File: config.mk
export PLATFORM = sky130hd
export DESIGN_NAME = rv32i_sequencer
export DESIGN_NICKNAME = d
export VERILOG_FILES = /design/src/rtl/rv32i_pkg.sv /design/src/rtl/rv32i_legal_check.sv /design/src/rtl/rv32i_sequencer.sv
export SDC_FILE = /design/constraint.sdc
export NUM_CORES = 1
export LEC_CHECK = 0
export CORE_MARGIN = 5
export CORE_UTILIZATION = 30
export DETAILED_ROUTE_END_ITERATION = 16
export HOLD_SLACK_MARGIN = 0.08
export PLACE_DENSITY = 0.69
export SLEW_MARGIN = 20
export SYNTH_ARGS = -nofsm -noshare
export SYNTH_HDL_FRONTEND = slang
export SYNTH_SLANG_ARGS = --single-unit
File: constraint.sdc
create_clock -name i_clk -period 2.2 [get_ports i_clk]
set_input_delay 0.44 -clock i_clk [delete_from_list [all_inputs] [get_ports i_clk]]
set_output_delay 0.44 -clock i_clk [all_outputs]
set_load 0.02 [all_outputs]
File: src/rtl/rv32i_pkg.sv
// rv32i_pkg: shared constants and the sequencer state type for the RV32I control path.
package rv32i_pkg;
  localparam logic [6:0]  OPC_OP_IMM   = 7'b0010011;
  localparam logic [2:0]  F3_SLLI      = 3'b001;
  localparam logic [2:0]  F3_SRLI_SRAI = 3'b101;
  localparam logic [6:0]  F7_ZERO      = 7'b0000000;
  localparam logic [6:0]  F7_SRA       = 7'b0100000;
  localparam logic [31:0] NOP_INSTR    = 32'h0000_0013;
  typedef enum logic [2:0] {
    S_BOOT, S_FETCH, S_WAIT, S_DECODE, S_EXECUTE, S_WRITEBACK, S_TRAP
  } seq_state_e;
endpackage

File: src/rtl/rv32i_legal_check.sv
// rv32i_legal_check: flags OP-IMM instructions with a valid funct3/funct7 pairing as legal.
module rv32i_legal_check import rv32i_pkg::*; (
  input  logic [31:0] i_ir,
  input  logic [6:0]  i_opcode,
  input  logic [2:0]  i_funct3,
  output logic        o_legal
);
  logic [6:0] w_f7;
  assign w_f7 = i_ir[31:25];
  always_comb
    o_legal = (i_opcode == OPC_OP_IMM) &&
              ((i_funct3 == F3_SLLI)      ? (w_f7 == F7_ZERO) :
               (i_funct3 == F3_SRLI_SRAI) ? (w_f7 == F7_ZERO || w_f7 == F7_SRA) : 1'b1);
endmodule

File: src/rtl/rv32i_sequencer.sv
// rv32i_sequencer: multi-cycle fetch/decode/execute/writeback control FSM for OP-IMM-only RV32I.
// Define RV32I_SEQ_PERF_COUNTERS_EN to build the instret/cycle counters; otherwise they read 0.
module rv32i_sequencer import rv32i_pkg::*; #(
  parameter logic [31:0] RESET_PC = 32'h0000_0000
) (
  input  logic        i_clk,
  input  logic        i_rst_n,
  input  logic        i_stall,
  output logic        o_imem_req,
  output logic [31:0] o_imem_addr,
  input  logic        i_imem_rvalid,
  input  logic [31:0] i_imem_rdata,
  output logic [31:0] o_instruction,
  input  logic [6:0]  i_opcode,
  input  logic [2:0]  i_funct3,
  output logic        o_rf_re,
  output logic        o_alu_en,
  output logic        o_rf_we,
  output logic        o_retire,
  output logic        o_illegal,
  output logic [31:0] o_pc,
  output logic [31:0] o_instret,
  output logic [31:0] o_cycle
);
  localparam logic [31:0] PC_INIT = {RESET_PC[31:2], 2'b00};
  seq_state_e  r_state;
  logic [31:0] r_pc;
  logic [31:0] r_ir;
  logic        w_legal;
  rv32i_legal_check u_legal (
    .i_ir     (r_ir),
    .i_opcode (i_opcode),
    .i_funct3 (i_funct3),
    .o_legal  (w_legal)
  );
  // TRAP is terminal: only the asynchronous reset leaves it.
  always_ff @(posedge i_clk or negedge i_rst_n)
    if (!i_rst_n) begin
      r_state <= S_BOOT;
      r_pc    <= PC_INIT;
      r_ir    <= NOP_INSTR;
    end else begin
      case (r_state)
        S_BOOT: r_state <= S_FETCH;
        S_FETCH, S_WAIT:
          if (r_state == S_WAIT || !i_stall) begin
            if (i_imem_rvalid) begin
              r_ir    <= i_imem_rdata;
              r_state <= S_DECODE;
            end else r_state <= S_WAIT;
          end
        S_DECODE:    r_state <= w_legal ? S_EXECUTE : S_TRAP;
        S_EXECUTE:   r_state <= S_WRITEBACK;
        S_WRITEBACK: begin
          r_pc    <= r_pc + 32'd4;
          r_state <= S_FETCH;
        end
        default: r_state <= S_TRAP;
      endcase
    end
  assign o_imem_req    = (r_state == S_FETCH && !i_stall) || r_state == S_WAIT;
  assign o_imem_addr   = r_pc;
  assign o_pc          = r_pc;
  assign o_instruction = r_ir;
  assign o_rf_re       = r_state == S_DECODE;
  assign o_alu_en      = r_state == S_EXECUTE;
  assign o_retire      = r_state == S_WRITEBACK;
  assign o_rf_we       = o_retire && (r_ir[11:7] != 5'd0);
  assign o_illegal     = r_state == S_TRAP;
`ifdef RV32I_SEQ_PERF_COUNTERS_EN
  logic [31:0] r_instret;
  logic [31:0] r_cycle;
  always_ff @(posedge i_clk or negedge i_rst_n)
    if (!i_rst_n) begin
      r_instret <= '0;
      r_cycle   <= '0;
    end else begin
      if (r_state != S_BOOT) r_cycle <= r_cycle + 32'd1;
      if (o_retire) r_instret <= r_instret + 32'd1;
    end
  assign o_instret = r_instret;
  assign o_cycle   = r_cycle;
`else
  assign o_instret = '0;
  assign o_cycle   = '0;
`endif
endmodule

==> report_table.html, run 1 <==
<table>
<tr><th>Metric</th><th>Value</th></tr>
<tr><th colspan="2">Outcome</th></tr>
<tr><td>Result of the run</td><td>completed</td></tr>
<tr><th colspan="2">Place</th></tr>
<tr><td>IO Port Bufs</td><td>143</td></tr>
<tr><td>Pre-CTS setup slack</td><td>-0.06128 ns</td></tr>
<tr><td>Detail Placement HPWL</td><td>6.738 mm</td></tr>
<tr><td>Weighted congestion at the end of routability-driven global placement</td><td>0.7972</td></tr>
<tr><th colspan="2">STA</th></tr>
<tr><td>Unrepaired setup endpoints after global routing</td><td>no</td></tr>
<tr><td>Fmax</td><td>470.0 MHz</td></tr>
<tr><td>Share of the clock period used by the worst path after layout</td><td>96.72%</td></tr>
<tr><td>Finish-stage setup viols</td><td>0</td></tr>
<tr><td>Post-Route Setup TNS</td><td>0 ns</td></tr>
<tr><td>Final Max Tran Viols</td><td>0</td></tr>
<tr><td>Setup Skew</td><td>0.006545 ns</td></tr>
<tr><td>Min cycle time layout</td><td>2.128 ns</td></tr>
<tr><td>Final Hold Fails</td><td>0</td></tr>
<tr><td>Worst path setup slack after routing</td><td>0.07219 ns</td></tr>
<tr><th colspan="2">Worst setup path</th></tr>
<tr><td>Maximum fanout along the worst path</td><td>3</td></tr>
<tr><td>Kind of critical path</td><td>flip-flop to output pin</td></tr>
<tr><td>Critical Path End Type</td><td>output pin</td></tr>
<tr><td>Worst EP arrival</td><td>1.69 ns</td></tr>
<tr><td>Required time reported for the critical path endpoint</td><td>1.76 ns</td></tr>
<tr><td>Kind of start point of the critical path</td><td>flip-flop</td></tr>
<tr><th colspan="2">Synth</th></tr>
<tr><td>Share of the yosys chip area belonging to registers</td><td>45.70%</td></tr>
<tr><td>Number of instances in the synthesized netlist</td><td>326</td></tr>
<tr><td>Number of library cell types mapped by synthesis</td><td>35</td></tr>
<tr><td>Portion of synthesized cell area occupied by the leading cell type</td><td>43.49%</td></tr>
<tr><td>Post-Syn Area per Cell</td><td>10.94 um^2</td></tr>
<tr><td>Biggest area consumer among synthesized cells</td><td>sky130_fd_sc_hd__dfrtp_1</td></tr>
<tr><td>Seq cells post-synth</td><td>65</td></tr>
<tr><td>Cell area after synthesis</td><td>0.003567 mm^2</td></tr>
<tr><td>Synth Warn #</td><td>0</td></tr>
<tr><td>Top area cells in the synthesized netlist</td><td>sky130_fd_sc_hd__dfrtp_1, sky130_fd_sc_hd__buf_4, sky130_fd_sc_hd__mux2_2, sky130_fd_sc_hd__xnor2_1, sky130_fd_sc_hd__dfstp_2</td></tr>
<tr><th colspan="2">Floorplanning</th></tr>
<tr><td>Core Region</td><td>0.01152 mm^2</td></tr>
<tr><td>Die Y-Extent</td><td>119.0 um</td></tr>
<tr><td>Number of cell rows</td><td>39</td></tr>
<tr><td>Die area</td><td>0.01417 mm^2</td></tr>
<tr><td>Initial core utilization</td><td>30.98%</td></tr>
<tr><td>Number of top-level pins</td><td>212</td></tr>
<tr><td>Width of the die</td><td>119.0 um</td></tr>
<tr><th colspan="2">Drt</th></tr>
<tr><td>First-pass DRT Iterations</td><td>4</td></tr>
<tr><td>Count of antenna-violating nets left after detailed routing</td><td>0</td></tr>
<tr><td>Post-DR vias/cell</td><td>4.275</td></tr>
<tr><td>Initial drt markers</td><td>82</td></tr>
<tr><td>Via count</td><td>2548</td></tr>
<tr><td>Post-detailed-route DRC marker count</td><td>0</td></tr>
<tr><td>Total Routed Length</td><td>8.662 mm</td></tr>
<tr><td>Routed len/inst</td><td>14.53 um</td></tr>
<tr><th colspan="2">Global routing</th></tr>
<tr><td>Maximum number of pins on one net before global-route repair</td><td>66</td></tr>
<tr><td>Initial antenna violation count</td><td>0</td></tr>
<tr><td>Remaining global-route overflow</td><td>0</td></tr>
<tr><td>Global-route wire length before repair</td><td>14.06 mm</td></tr>
<tr><td>Number of global-route vias before repair</td><td>2783</td></tr>
<tr><td>GRT Util Overall</td><td>12.17%</td></tr>
<tr><th colspan="2">Clocking</th></tr>
<tr><td>CTS tree</td><td>built</td></tr>
<tr><td>Total clock buffers created by CTS</td><td>9</td></tr>
<tr><td>Clk_lat worst skew</td><td>0.32 ns</td></tr>
<tr><td>Clock transition at the registers of the reported paths</td><td>0.06 ns</td></tr>
<tr><td>CTS max path bufs</td><td>2</td></tr>
<tr><td>Count of clock tree sinks</td><td>65</td></tr>
<tr><td>Number of buffers added for setup after CTS</td><td>0</td></tr>
<tr><td>Root Driver</td><td>sky130_fd_sc_hd__clkbuf_16</td></tr>
<tr><td>Total number of H-tree levels</td><td>3</td></tr>
<tr><th colspan="2">Final layout</th></tr>
<tr><td>Total area of multi-input combinational cells</td><td>0.001391 mm^2</td></tr>
<tr><td>Final net count</td><td>495</td></tr>
<tr><td>Area Overhead vs Synth</td><td>42.16%</td></tr>
<tr><td>Flip-flop and latch area</td><td>0.001630 mm^2</td></tr>
<tr><td>FILL cells</td><td>1084</td></tr>
<tr><td>Antenna diode count</td><td>0</td></tr>
<tr><td>Commonest cells after routing, fill and taps aside</td><td>sky130_fd_sc_hd__clkdlybuf4s50_1, sky130_fd_sc_hd__conb_1, sky130_fd_sc_hd__dfrtp_1, sky130_fd_sc_hd__mux2_2, sky130_fd_sc_hd__xnor2_1</td></tr>
<tr><td>Fraction of final layout cells sized beyond drive strength 1</td><td>14.57%</td></tr>
<tr><td>Most frequent standard cell in the layout excluding fill and tap cells</td><td>sky130_fd_sc_hd__clkdlybuf4s50_1</td></tr>
<tr><th colspan="2">Hold path</th></tr>
<tr><td>Worst Hold Class</td><td>primary input to asynchronous set/reset pin</td></tr>
<tr><th colspan="2">Power</th></tr>
<tr><td>Leakage</td><td>0.002249 uW</td></tr>
<tr><td>Worst voltage drop across the vdd grid</td><td>808.7 uV</td></tr>
<tr><td>Power density normalized to cell area</td><td>1085 mW/mm^2</td></tr>
<tr><td>Overall power</td><td>5500 uW</td></tr>
<tr><th colspan="2">Job</th></tr>
<tr><td>Reported max-cap violation count</td><td>0</td></tr>
</table>
==> synthesized netlist by cell type, drive strengths merged <==
cell type	number
buf	103
dfrtp	62
mux2	33
xnor2	20
nand2	17
nand3	9
nand4	9
xor2	9
nor2	8
nor3	7
inv	6
nor4	6
nand4b	5
and3	4
clkbuf	4
and2	3
dfstp	3
nand2b	3
a21oi	2
a31oi	2
o21a	2
or2	2
or4	2
a21o	1
and4	1
conb	1
ha	1
nand3b	1
==> sequential cells by signal, summed over array words and instances (netlist names), named ones only <==
register and flops:
o_instruction 32, r_state 2, o_imem_addr 30
==> critical path, stage by stage, from the launching register on <==
cell and delay, ns:
sky130_fd_sc_hd__dfrtp_1 0.38, sky130_fd_sc_hd__or4_1 0.52, sky130_fd_sc_hd__o21a_1 0.18, sky130_fd_sc_hd__clkdlybuf4s15_1 0.29
==> cell families (layout without fill, tap and decap cells) <==
family / Yosys count / after routing / synth area share [%]
flip-flops: 65 / 65 / 45.70
adder cells (fa/ha/maj): 1 / 1 / 0.3507
AO/OA/AOI/OAI: 7 / 7 / 1.263
other: 1 / 68 / 0.1051
AND/OR/NAND/NOR: 77 / 77 / 12.70
XOR/XNOR: 29 / 29 / 7.120
buffers and inverters: 113 / 173 / 22.34
multiplexers: 33 / 33 / 10.42
==> cell type report <==
| type | count | area share [%] |
|---|---|---|
| Clock inverter | 4 | 1.480 |
| Sequential cell | 65 | 32.15 |
| Inverter | 6 | 0.4441 |
| Tap cell | 143 | 3.528 |
| Clock buffer | 12 | 5.058 |
| Timing Repair Buffer | 151 | 29.90 |
| Multi-Input combinational cell | 215 | 27.44 |
==> layer usage <==
layer | vias to the layer above | routed length, um | global-route usage (%)
met5 | - | 0 | 0
met4 | 0 | 52 | 3.910
met3 | 4 | 1498 | 8.009
met2 | 164 | 3800 | 19.18
met1 | 1214 | 3310 | 13.32
li1 | 1166 | - | -
==> through the flow <==
step / util, % / std cells / hold slack, ns / area [um^2]
final: 44.04 / 596 / 0.1397 / 5071
after global routing: 44.04 / 596 / 0.1731 / 5071
after CTS: 43.96 / 596 / 0.1474 / 5062
after detailed placement: 41.11 / 580 / 0.4912 / 4735
after global placement: 41.11 / 580 / 0.4854 / 4735
after floorplan: - / 393 / 0.1444 / 3819
==> power breakdown <==
| part | switching (uW) | internal [uW] | total [uW] |
|---|---|---|---|
| clock network | 517 | 1050 | 1570 |
| logic | 1050 | 1070 | 2120 |
| registers | 251 | 1560 | 1810 |
==> timing repair <==
| item | 4_1_cts | 5_1_grt |
|---|---|---|
| hold buffers | 0 | 0 |
| endpoints found under the setup margin | 3 | 4 |
| gates resized for setup | 3 | 4 |
==> final timing paths <==
check | startpoint | end | slack [ns] | cells after the start
max in group asynchronous | i_rst_n | o_instruction[0]$_DFFE_PN1P_ | 1.74 | 2
worst max register to register | o_imem_addr[13]$_DFFE_PN0P_ | o_imem_addr[21]$_DFFE_PN0P_ | 0.38 | 4
worst max-delay path | o_instruction[7]$_DFFE_PN0P_ | o_rf_we | 0.07 | 3
worst min-delay path | i_rst_n | o_instruction[13]$_DFFE_PN0P_ | 0.14 | 2
min in group i_clk | o_imem_addr[31]$_DFFE_PN0P_ | o_imem_addr[31]$_DFFE_PN0P_ | 0.50 | 1
worst min register to register | o_imem_addr[31]$_DFFE_PN0P_ | o_imem_addr[31]$_DFFE_PN0P_ | 0.50 | 1
(Power assumes the default switching activity.)
==> run 2: changes to the inputs <==
--- a/config.mk
+++ b/config.mk
@@ -10,7 +10,6 @@
 export DETAILED_ROUTE_END_ITERATION = 16
 export HOLD_SLACK_MARGIN = 0.08
 export PLACE_DENSITY = 0.69
-export SLEW_MARGIN = 20
 export SYNTH_ARGS = -nofsm -noshare
 export SYNTH_HDL_FRONTEND = slang
 export SYNTH_SLANG_ARGS = --single-unit
==> results of run 2 <==
The final DEF is identical to that of run 1; final timing and power are the same.
==> run 3: changes to the inputs <==
--- a/config.mk
+++ b/config.mk
@@ -5,6 +5,7 @@
 export SDC_FILE = /design/constraint.sdc
 export NUM_CORES = 1
 export LEC_CHECK = 0
+export CORE_ASPECT_RATIO = 0.8
 export CORE_MARGIN = 5
 export CORE_UTILIZATION = 30
 export DETAILED_ROUTE_END_ITERATION = 16
==> run 3 against run 2 <==
  * Critical endpoint unchanged
  * Critical path type unchanged
  * Combinational power barely moved
  * Routed wire length barely moved
  * Clock power decreased by 10%
==> report_table.html, run 3 (synthesis gave the netlist of run 1 again) <==
<table>
<tr><th>Metric</th><th>Value</th></tr>
<tr><th colspan="2">Worst setup path</th></tr>
<tr><td>Kind of start point of the critical path</td><td>flip-flop</td></tr>
<tr><td>Worst EP arrival</td><td>1.70 ns (about the same)</td></tr>
<tr><td>Required time reported for the critical path endpoint</td><td>1.76 ns (about the same)</td></tr>
<tr><td>Critical Path End Type</td><td>output pin</td></tr>
<tr><td>Kind of critical path</td><td>flip-flop to output pin</td></tr>
<tr><td>Maximum fanout along the worst path</td><td>3 (unchanged)</td></tr>
<tr><th colspan="2">Drt</th></tr>
<tr><td>Routed len/inst</td><td>14.40 um (-0.92%)</td></tr>
<tr><td>Initial drt markers</td><td>81 (-1.2%)</td></tr>
<tr><td>Total Routed Length</td><td>8.654 mm (about the same)</td></tr>
<tr><td>First-pass DRT Iterations</td><td>4 (unchanged)</td></tr>
<tr><td>Count of antenna-violating nets left after detailed routing</td><td>0 (unchanged)</td></tr>
<tr><td>Via count</td><td>2515 (-1.3%)</td></tr>
<tr><td>Post-detailed-route DRC marker count</td><td>0 (unchanged)</td></tr>
<tr><td>Post-DR vias/cell</td><td>4.185 (-2.1%)</td></tr>
<tr><th colspan="2">STA</th></tr>
<tr><td>Min cycle time layout</td><td>2.135 ns (+0.007355 ns)</td></tr>
<tr><td>Worst path setup slack after routing</td><td>0.06483 ns (-0.007355 ns)</td></tr>
<tr><td>Share of the clock period used by the worst path after layout</td><td>97.05% (+0.33 points)</td></tr>
<tr><td>Setup Skew</td><td>0.004527 ns (-0.002018 ns)</td></tr>
<tr><td>Final Max Tran Viols</td><td>0 (unchanged)</td></tr>
<tr><td>Fmax</td><td>468.3 MHz (-0.34%)</td></tr>
<tr><td>Final Hold Fails</td><td>0 (unchanged)</td></tr>
<tr><td>Slew headroom</td><td>65.11%</td></tr>
<tr><td>Unrepaired setup endpoints after global routing</td><td>no</td></tr>
<tr><td>Min Hold Slack</td><td>0.1308 ns (-0.008893 ns)</td></tr>
<tr><td>Finish-stage setup viols</td><td>0 (unchanged)</td></tr>
<tr><td>Transition time at the pin with the least slew margin</td><td>0.5215 ns</td></tr>
<tr><th colspan="2">Final layout</th></tr>
<tr><td>Commonest cells after routing, fill and taps aside</td><td>sky130_fd_sc_hd__clkdlybuf4s50_1, sky130_fd_sc_hd__conb_1, sky130_fd_sc_hd__dfrtp_1, sky130_fd_sc_hd__mux2_2, sky130_fd_sc_hd__xnor2_1</td></tr>
<tr><td>Flip-flop and latch area</td><td>0.001630 mm^2 (unchanged)</td></tr>
<tr><td>Area Overhead vs Synth</td><td>41.39%</td></tr>
<tr><td>Number of flip-flops under the largest register name</td><td>32 (unchanged)</td></tr>
<tr><td>Most frequent standard cell in the layout excluding fill and tap cells</td><td>sky130_fd_sc_hd__clkdlybuf4s50_1</td></tr>
<tr><td>Fraction of final layout cells sized beyond drive strength 1</td><td>14.57% (unchanged)</td></tr>
<tr><td>Final net count</td><td>495 (unchanged)</td></tr>
<tr><td>Antenna diode count</td><td>0 (unchanged)</td></tr>
<tr><td>FILL cells</td><td>1090 (+0.55%)</td></tr>
<tr><td>Total area of multi-input combinational cells</td><td>0.001391 mm^2 (unchanged)</td></tr>
<tr><th colspan="2">Outcome</th></tr>
<tr><td>Result of the run</td><td>completed</td></tr>
<tr><th colspan="2">Hold path</th></tr>
<tr><td>Worst Hold Class</td><td>primary input to asynchronous set/reset pin</td></tr>
<tr><th colspan="2">Global routing</th></tr>
<tr><td>Global-route wire length before repair</td><td>13.49 mm (-4.0%)</td></tr>
<tr><td>Initial antenna violation count</td><td>0 (unchanged)</td></tr>
<tr><td>GRT Util Overall</td><td>11.91% (-0.26 points)</td></tr>
<tr><td>Maximum number of pins on one net before global-route repair</td><td>66 (unchanged)</td></tr>
<tr><td>Number of global-route vias before repair</td><td>2601 (-6.5%)</td></tr>
<tr><td>Remaining global-route overflow</td><td>0 (unchanged)</td></tr>
<tr><th colspan="2">Clocking</th></tr>
<tr><td>CTS tree</td><td>built</td></tr>
<tr><td>Hold Buf Count CTS</td><td>0 (unchanged)</td></tr>
<tr><td>Clk_lat worst skew</td><td>0.32 ns (about the same)</td></tr>
<tr><td>Total number of H-tree levels</td><td>3 (unchanged)</td></tr>
<tr><td>CTS max path bufs</td><td>2 (unchanged)</td></tr>
<tr><td>Number of buffers added for setup after CTS</td><td>0 (unchanged)</td></tr>
<tr><td>Root Driver</td><td>sky130_fd_sc_hd__clkbuf_16</td></tr>
<tr><td>Count of clock tree sinks</td><td>65 (unchanged)</td></tr>
<tr><td>Total clock buffers created by CTS</td><td>9 (unchanged)</td></tr>
<tr><td>Clock transition at the registers of the reported paths</td><td>0.05 ns (about the same)</td></tr>
<tr><th colspan="2">Floorplanning</th></tr>
<tr><td>Number of top-level pins</td><td>212 (unchanged)</td></tr>
<tr><td>Core Region</td><td>0.01156 mm^2 (+0.39%)</td></tr>
<tr><td>Number of cell rows</td><td>35 (-10%)</td></tr>
<tr><td>Die area</td><td>0.01418 mm^2 (about the same)</td></tr>
<tr><td>Die Y-Extent</td><td>107.5 um (-9.7%)</td></tr>
<tr><td>Width of the die</td><td>131.9 um (+11%)</td></tr>
<tr><td>Initial core utilization</td><td>30.85% (-0.12 points)</td></tr>
<tr><th colspan="2">Place</th></tr>
<tr><td>Pre-CTS setup slack</td><td>-0.1253 ns (-0.06404 ns)</td></tr>
<tr><td>IO Port Bufs</td><td>143 (unchanged)</td></tr>
<tr><td>Detail Placement HPWL</td><td>6.801 mm (+0.93%)</td></tr>
<tr><td>Weighted congestion at the end of routability-driven global placement</td><td>0.7338 (-8.0%)</td></tr>
<tr><th colspan="2">Power</th></tr>
<tr><td>Worst voltage drop across the vdd grid</td><td>788.5 uV (-2.5%)</td></tr>
<tr><td>Power density normalized to cell area</td><td>1058 mW/mm^2 (-2.5%)</td></tr>
<tr><td>Leakage</td><td>0.002235 uW (-0.60%)</td></tr>
<tr><td>Overall power</td><td>5335 uW (-3.0%)</td></tr>
<tr><th colspan="2">Job</th></tr>
<tr><td>Reported max-cap violation count</td><td>0 (unchanged)</td></tr>
</table>
-- run 3: cell count changes in the layout (fill, tap and decap cells not counted), sizes merged --
cell and change:
clkbuf -1, bufinv -1, clkinv +2
-- run 3: repair_timing --
item                                    4_1_cts  5_1_grt
gates resized for setup                       3        4
endpoints found under the hold margin         0        0
endpoints found under the setup margin        3        4
-- run 3: cell type report --
cell class | instances | area share, %
multi-input combinational | 215 | 27.59
tap | 148 | 3.672
timing repair buffer | 151 | 30.07
inverter | 6 | 0.4465
clock inverter | 5 | 1.092
clock buffer | 11 | 4.813
sequential | 65 | 32.32
-- run 3: report_power, final --
part | leakage, uW | switching, uW | internal (uW) | total, uW
Clock | 0.000142 | 510 | 903 | 1410
Sequential | 0.000823 | 248 | 1560 | 1810
Combinational | 0.00127 | 1040 | 1070 | 2110
-- run 3: worst paths after layout --
| kind | depth (start not counted) | slack [ns] | startpoint | to |
|---|---|---|---|---|
| worst max-delay path | 3 | 0.06 | o_instruction[7]$_DFFE_PN0P_ | o_rf_we |
| worst min-delay path | 2 | 0.13 | i_rst_n | o_instruction[11]$_DFFE_PN0P_ |
| worst max register to register | 4 | 0.37 | o_imem_addr[13]$_DFFE_PN0P_ | o_imem_addr[21]$_DFFE_PN0P_ |
| worst min register to register | 1 | 0.49 | o_imem_addr[31]$_DFFE_PN0P_ | o_imem_addr[31]$_DFFE_PN0P_ |
| max in group asynchronous | 2 | 1.75 | i_rst_n | o_instruction[4]$_DFFE_PN1P_ |
| min in group i_clk | 1 | 0.49 | o_imem_addr[31]$_DFFE_PN0P_ | o_imem_addr[31]$_DFFE_PN0P_ |
-- run 3: layer usage --
layer | track usage [%] | routed length, um
met5 | 0 | 0
met4 | 3.818 | 99
met3 | 8.411 | 1395
met2 | 18.93 | 3997
met1 | 12.58 | 3161
-- run 3: worst max-delay path, cell delays in order (launching register included) --
cell,delay (ns)
sky130_fd_sc_hd__dfrtp_1,0.38
sky130_fd_sc_hd__or4_1,0.52
sky130_fd_sc_hd__o21a_1,0.18
sky130_fd_sc_hd__clkdlybuf4s15_1,0.29
-- run 3: stage by stage --
step | cells | util, % | cell area [um^2] | TNS [ns]
2_1_floorplan | 393 | - | 3819 | 0
3_5_place_dp | 585 | 41.01 | 4741 | -0.1253
4_1_cts | 601 | 43.55 | 5035 | 0
6_report | 601 | 43.63 | 5044 | 0
3_3_place_gp | 585 | 41.01 | 4741 | -0.1014
5_1_grt | 601 | 43.63 | 5044 | 0
